`config.mk`:
```
export PLATFORM = sky130hd
export DESIGN_NAME = ir_id_entry_ctrl
export DESIGN_NICKNAME = d
export VERILOG_FILES = /design/src/rtl/ir_pkg.sv /design/src/rtl/ir_timeout_timer.sv /design/src/rtl/ir_id_entry_ctrl.sv
export SDC_FILE = /design/constraint.sdc
export NUM_CORES = 1
export LEC_CHECK = 0
export ABC_CLOCK_PERIOD_IN_PS = 3600
export CAP_MARGIN = 20
export CELL_PAD_IN_SITES_DETAIL_PLACEMENT = 0
export CELL_PAD_IN_SITES_GLOBAL_PLACEMENT = 1
export CORE_UTILIZATION = 41
export DETAILED_ROUTE_END_ITERATION = 16
export HOLD_SLACK_MARGIN = 0.15
export PLACE_DENSITY = 0.86
export SYNTH_ARGS = -nofsm -noshare
export SYNTH_HDL_FRONTEND = slang
export SYNTH_HIERARCHICAL = 1
export SYNTH_SLANG_ARGS = --single-unit
```
`constraint.sdc`:
```
create_clock -name iCLK -period 3.6 [get_ports iCLK]
set_input_delay 0.54 -clock iCLK [delete_from_list [all_inputs] [get_ports iCLK]]
set_output_delay 0.54 -clock iCLK [all_outputs]
set_load 0.02 [all_outputs]
```
`src/rtl/ir_pkg.sv`:
```
// Shared types and helpers for the IR remote user-ID entry path.
package ir_pkg;

  localparam int KEY_W = 10;

  typedef enum logic [1:0] {
    IDLE    = 2'd0,
    ENTRY   = 2'd1,
    CONFIRM = 2'd2,
    DELIVER = 2'd3
  } id_state_t;

  // Index of the highest set strobe bit; only meaningful when exactly one bit is high.
  function automatic logic [3:0] onehot_to_bcd(input logic [KEY_W-1:0] key);
    logic [3:0] bcd;
    bcd = '0;
    for (int i = 0; i < KEY_W; i++) begin
      if (key[i]) begin
        bcd = 4'(i);
      end
    end
    return bcd;
  endfunction

endpackage

```
`src/rtl/ir_timeout_timer.sv`:
```
// Inactivity down-counter: reloads on load, clears whenever run is low,
// and flags expiry during the last counted cycle.
module ir_timeout_timer #(
  parameter int LOAD = 100
) (
  input  logic clk,
  input  logic rst,
  input  logic load,
  input  logic run,
  output logic expired
);

  localparam int W = $clog2(LOAD + 1);
  localparam logic [W-1:0] LOAD_V = W'(LOAD);
  localparam logic [W-1:0] ONE_V  = W'(1);

  logic [W-1:0] count;

  // run reflects whether the owner stays in a timed state next cycle, so the
  // count is already zero on the first cycle of an untimed state.
  always_ff @(posedge clk) begin
    if (rst || !run) begin
      count <= '0;
    end else if (load) begin
      count <= LOAD_V;
    end else if (count != '0) begin
      count <= count - ONE_V;
    end
  end

  assign expired = (count == ONE_V);

endmodule

```
`src/rtl/ir_id_entry_ctrl.sv`:
```
// Multi-digit user-ID entry sequencer driven by IR key strobes, with
// backspace, confirm/cancel, inactivity timeout and a valid/ack hand-off.
module ir_id_entry_ctrl
  import ir_pkg::*;
#(
  parameter int NUM_DIGITS  = 4,
  parameter int TIMEOUT_CYC = 250_000_000
) (
  input  logic                    iCLK,
  input  logic                    iRST,
  input  logic [KEY_W-1:0]        iKEY_DIGIT,
  input  logic                    iKEY_YES,
  input  logic                    iKEY_NO,
  input  logic                    iKEY_RST,
  input  logic                    iID_ACK,
  output logic [4*NUM_DIGITS-1:0] oID,
  output logic                    oID_VALID,
  output logic [3:0]              oDIGIT_CNT,
  output logic                    oBUSY,
  output logic                    oERR,
  output logic [1:0]              oSTATE
);

  localparam int ID_W = 4 * NUM_DIGITS;
  localparam int KV_W = KEY_W + 2;
  localparam logic [3:0]      CNT_ONE  = 4'd1;
  localparam logic [3:0]      CNT_FULL = 4'(NUM_DIGITS);
  localparam logic [KV_W-1:0] KV_ONE   = KV_W'(1);

  id_state_t       state;
  logic [KV_W-1:0] key_vec;
  logic            any_key;
  logic            multi_key;
  logic            one_key;
  logic            digit_key;
  logic            key_ok;
  logic [3:0]      digit_val;
  logic            timer_load;
  logic            timer_run;
  logic            timer_expired;

  // x & (x-1) is non-zero exactly when two or more strobes coincide.
  assign key_vec   = {iKEY_DIGIT, iKEY_YES, iKEY_NO};
  assign any_key   = |key_vec;
  assign multi_key = |(key_vec & (key_vec - KV_ONE));
  assign one_key   = any_key & ~multi_key;
  assign digit_key = one_key & (|iKEY_DIGIT);
  assign digit_val = onehot_to_bcd(iKEY_DIGIT);
  assign key_ok    = one_key & ~iKEY_RST & ~timer_expired;

  // Timer stays armed only while the FSM remains in ENTRY/CONFIRM next cycle.
  always_comb begin
    timer_load = 1'b0;
    timer_run  = 1'b0;
    case (state)
      IDLE: begin
        timer_load = key_ok & digit_key;
        timer_run  = key_ok & digit_key;
      end
      ENTRY: begin
        timer_load = key_ok;
        timer_run  = ~iKEY_RST & ~timer_expired
                   & ~(key_ok & iKEY_NO & (oDIGIT_CNT == CNT_ONE));
      end
      CONFIRM: begin
        timer_load = key_ok;
        timer_run  = ~iKEY_RST & ~timer_expired & ~(key_ok & (iKEY_YES | iKEY_NO));
      end
      default: begin
        timer_load = 1'b0;
        timer_run  = 1'b0;
      end
    endcase
  end

  ir_timeout_timer #(
    .LOAD(TIMEOUT_CYC)
  ) u_timer (
    .clk     (iCLK),
    .rst     (iRST),
    .load    (timer_load),
    .run     (timer_run),
    .expired (timer_expired)
  );

  always_ff @(posedge iCLK) begin
    if (iRST) begin
      state      <= IDLE;
      oID        <= '0;
      oDIGIT_CNT <= '0;
      oID_VALID  <= 1'b0;
      oERR       <= 1'b0;
    end else begin
      oERR <= 1'b0;
      if (iKEY_RST) begin
        state      <= IDLE;
        oID        <= '0;
        oDIGIT_CNT <= '0;
        oID_VALID  <= 1'b0;
      end else if (timer_expired) begin
        state      <= IDLE;
        oID        <= '0;
        oDIGIT_CNT <= '0;
        oID_VALID  <= 1'b0;
        oERR       <= 1'b1;
      end else begin
        case (state)
          IDLE: begin
            if (multi_key) begin
              oERR <= 1'b1;
            end else if (digit_key) begin
              oID        <= ID_W'(digit_val);
              oDIGIT_CNT <= CNT_ONE;
              state      <= (CNT_ONE == CNT_FULL) ? CONFIRM : ENTRY;
            end
          end
          ENTRY: begin
            if (multi_key) begin
              oERR <= 1'b1;
            end else if (digit_key) begin
              oID        <= (oID << 4) | ID_W'(digit_val);
              oDIGIT_CNT <= oDIGIT_CNT + CNT_ONE;
              if ((oDIGIT_CNT + CNT_ONE) == CNT_FULL) begin
                state <= CONFIRM;
              end
            end else if (one_key && iKEY_NO) begin
              oID        <= oID >> 4;
              oDIGIT_CNT <= oDIGIT_CNT - CNT_ONE;
              if (oDIGIT_CNT == CNT_ONE) begin
                state <= IDLE;
              end
            end else if (one_key && iKEY_YES) begin
              oERR <= 1'b1;
            end
          end
          CONFIRM: begin
            if (multi_key) begin
              oERR <= 1'b1;
            end else if (one_key && iKEY_YES) begin
              state     <= DELIVER;
              oID_VALID <= 1'b1;
            end else if (one_key && iKEY_NO) begin
              state      <= IDLE;
              oID        <= '0;
              oDIGIT_CNT <= '0;
            end
          end
          DELIVER: begin
            if (iID_ACK) begin
              state      <= IDLE;
              oID        <= '0;
              oDIGIT_CNT <= '0;
              oID_VALID  <= 1'b0;
            end
          end
        endcase
      end
    end
  end

  assign oBUSY  = (state != IDLE);
  assign oSTATE = state;

endmodule
```
==> results.md <==
| Metric | This run |
| --- | --- |
| Share of the synthesized area in the top cell type | 32.9% |
| Achievable Freq | 325 MHz |
| Mapped Nets | 417 |
| Largest net degree at the start of global routing | 21 |
| Reg2reg start | u_timer/count[21] |
| Clock Sinks | 52 |
| Worst skew pair latency | 0.30 ns |
| Die boundary height | 89.9 µm |
| Row cnt | 31 |
| Switching power share of the total | 21.2% |
| Highest ir drop seen on vdd | 0.200 mV |
| Net count reported at finish | 462 |
| Library cell with the highest instance count after synthesis | sky130_fd_sc_hd__dfxtp_1 |
| Final-report max-slew violation count | 0 |
| GRT Resource Usage Total | 20.8% |
| Fraction of registers with async set/reset | 0% |
| Grt ovf | 0 |
| Cell type with the highest aggregate area in the netlist | sky130_fd_sc_hd__dfxtp_1 |
| Setup clock skew after layout | 0.00567 ns |
| Cells on worst reg2reg path | 10 |
| Outcome | finished clean |
| Clock power frac | 37.6% |
| Average wire per standard cell | 15.6 µm |
| Number of detailed-routing iterations run before antenna repair | 5 |
| Routability congestion estimate from global placement | 0.853 |
| Number of flops mapped to enable cells by yosys | 0 |
| Io pins | 41 |
| Total Wirelength | 8330 µm |
| Number of antenna violations at the first check in global routing | 0 |
| Final sum of negative setup slack | 0 ns |
| Cell-by-cell trace of the critical path | clkdlybuf4s50_1 -> or4_4 -> nor4b_4 -> o21ai_2 -> a21o_4 -> nor2_4 -> nand2_1 -> a21oi_1 -> nand2b_1 -> nand2b_1 -> buf_4 -> a21oi_1 |
| Post-CTS sizing | 0 |
| Worst stage delay on the critical path | 0.57 ns |
| Least-Margin Pin Slew | 0.890 ns |
| Count of port buffers added during placement | 40 |
| Starting utilization of the core area | 42.9% |
| Routed via count | 3201 |
| Library cell used as clock root buffer | sky130_fd_sc_hd__clkbuf_8 |
| Overall power | 1.02 mW |
| DRC violation count after routing | 0 |
| Area contributors post-synth | sky130_fd_sc_hd__dfxtp_1 (33%), sky130_fd_sc_hd__a21oi_1 (5.5%), sky130_fd_sc_hd__or4_1 (4.3%) |
| Critical Path RT | 3.84 ns |
| First-pass GRT wire length | 14100 µm |
| Final count of hold timing violations | 0 |
| Launch instance of the worst min-delay path | oID[13] |
| Data arrival time of the critical path | 3.31 ns |
| Share of cells above drive strength 1 | 11.2% |
| Number of warnings issued by yosys | 6 |
| Mean Syn Cell Area | 8.07 µm² |
| Startpoint type of the worst setup path | primary input |
| Worst Path Max Fanout | 8 |
| Unique masters post-synth | 57 |
| Type of the worst min-delay path | reg2reg |
| Number of setup violations in the final report | 0 |
| Cells after synthesis | 392 |
| Critical path buffers and inverters | 2 |
| Number of buffers on the longest clock path | 2 |
| Clock tree from TritonCTS | built |
| Sequential fraction of design power | 56.3% |
| Width of the die | 89.9 µm |
| Hold bufs inserted after CTS | 0 |
| Unrepaired setup endpoints after global routing | no |
| Net switching power | 0.216 mW |
| Clock-pin slew reported for the worst setup and hold paths after clock tree synthesis | 0.09 ns |
| DRC violation total after the first TritonRoute iteration | 110 |
| Commonest register cell after synthesis | sky130_fd_sc_hd__dfxtp_1 |
| FF+latch count, synth | 52 |
| Crit-path slowest cell | sky130_fd_sc_hd__or4_4 |
| Gate family responsible for the most delay along the worst path | simple AND/OR/NAND/NOR gates |
| Leakage component of the power | 1.37 nW |
| Endpoint of the worst-slack reg-to-reg timing path | u_timer/count[19] |
| H-tree depth reported by CTS | 2 |
| Number of cells traversed by the worst hold path | 2 |
| Fraction of power consumed by combinational cells | 6.1% |
| Number of CTS-inserted buffers | 5 |
| Syn Std Cell Area | 3160 µm² |
| Area growth, synth to finish | 21.6% |
| Number of diodes | 0 |
| Endpoint of the worst hold-timing path | oID[13] |
| Buffers inserted during post-CTS setup optimization | 0 |
| Type of the setup path with the least slack | in2reg |
| Half-perimeter wire length after placement | 6090 µm |
| Top post-synthesis cells by count | sky130_fd_sc_hd__dfxtp_1 (52), sky130_fd_sc_hd__a21oi_1 (35), sky130_fd_sc_hd__nand2_1 (34) |
| R2r setup slk | 0.65 ns |
| Residual antenna-violating net count after detailed routing | 0 |
| Sort of element at the end of the critical path | flip-flop |
| Fin crit period | 3.07 ns |
| Area enclosed by the die boundary | 8070 µm² |
| Vias per cell | 5.98 |
| Sequential area share after synthesis | 32.9% |
| Crit share post-route | 85.4% |
| Remaining max-slew budget at the tightest pin | 40.2% |
| Core Area | 7370 µm² |
| Total of fill cells in the finished design | 731 |
| Maxcap violations | 0 |
| Number of global-route vias before repair | 2893 |
| Cell-internal power | 0.806 mW |
| Pwr Density | 266 nW/µm² |
flip-flops by register name, indices dropped and copies added (netlist names):
name,count
oDIGIT_CNT,4
oERR,1
oID,16
oID_VALID,1
oSTATE,2
u_timer/count,28
per-layer routing:
metal,part of all wire [%],GRT usage [%],wire length [µm]
met2,45,34.1,3760
met3,5.5,3.13,459
met4,1.3,5.91,106
met5,0,0,0
met1,48,28.4,4000
logic make-up after synthesis:
kind of cell,count (synthesis),share of synthesized area [%]
buffers and inverters,37,4.63
xor gates and xnor gates,3,0.831
adders and majority gates,9,3.56
DFF,52,32.9
and+or+nand+nor,159,29.0
AOI/OAI and AO/OA,122,25.6
muxes,10,3.48
worst max path at each step:
stage / startpoint / endpoint / slack (ns) / cells after the start
2_1_floorplan: u_timer/count[21] / u_timer/count[16] / 0.44 / 11
3_3_place_gp: iKEY_DIGIT[3] / u_timer/count[6] / 0.29 / 12
3_5_place_dp: iKEY_DIGIT[3] / u_timer/count[19] / 0.21 / 12
4_1_cts: iKEY_DIGIT[3] / u_timer/count[19] / 0.54 / 12
5_1_grt: iKEY_DIGIT[3] / u_timer/count[19] / 0.31 / 12
6_report: iKEY_DIGIT[3] / u_timer/count[19] / 0.53 / 12
worst register-to-register path, delay by kind of cell, from the launching register on:
kind                   cells  cell delay, ns
buffers and inverters      1            0.23
DFF                        1            0.36
and+or+nand+nor            7            2.15
AOI/OAI and AO/OA          2            0.10
per-stage QoR:
| stage | utilization, % | area (µm²) | hold slack (ns) | worst slack [ns] | instances |
|---|---|---|---|---|---|
| after global placement | 50.9 | 3750 | 0.454 | 0.288 | 529 |
| after floorplan | - | 3160 | 0.453 | 0.441 | 392 |
| after detailed placement | 50.9 | 3750 | 0.462 | 0.215 | 529 |
| after CTS | 52.2 | 3850 | 0.473 | 0.536 | 535 |
| final | 52.2 | 3850 | 0.473 | 0.526 | 535 |
| after global routing | 52.2 | 3850 | 0.491 | 0.306 | 535 |
placed cells by master (no fill, tap or decap), types with 5 or more instances in the layout:
cell type	instances
sky130_fd_sc_hd__a221oi_1	6
sky130_fd_sc_hd__nor3_1	12
sky130_fd_sc_hd__nand3_1	22
sky130_fd_sc_hd__nand2_1	34
sky130_fd_sc_hd__ha_1	9
sky130_fd_sc_hd__or4_1	18
sky130_fd_sc_hd__dfxtp_1	52
sky130_fd_sc_hd__buf_4	20
sky130_fd_sc_hd__a21oi_1	35
sky130_fd_sc_hd__clkdlybuf4s50_1	40
sky130_fd_sc_hd__nor4_1	6
sky130_fd_sc_hd__or3_1	18
sky130_fd_sc_hd__clkbuf_8	5
sky130_fd_sc_hd__inv_1	15
sky130_fd_sc_hd__mux2_2	8
sky130_fd_sc_hd__o21ai_0	14
sky130_fd_sc_hd__nand2b_1	5
sky130_fd_sc_hd__a31oi_1	18
sky130_fd_sc_hd__nor2_1	20
sky130_fd_sc_hd__o31ai_1	12
power groups by stage:
stage	clock [mW]	sequential, mW	combinational, mW
after CTS	0.401	0.576	0.0618
after detailed placement	0	0.589	0.0614
final	0.385	0.575	0.0619
after floorplan	0	0.590	0.0242
after global routing	0.419	0.576	0.0672
after global placement	0	0.589	0.0613
cell type report:
| type | instances | area (µm²) | area share [%] |
|---|---|---|---|
| clock buffer | 5 | 68.8 | 1.79 |
| clock inverter | 1 | 30.0 | 0.780 |
| inverter | 15 | 56.3 | 1.46 |
| multi-input combinational | 303 | 1980 | 51.4 |
| sequential | 52 | 1040 | 27.1 |
| tap | 99 | 124 | 3.22 |
| timing repair buffer | 60 | 551 | 14.3 |
Note: power is estimated with default switching activity, not from simulation.
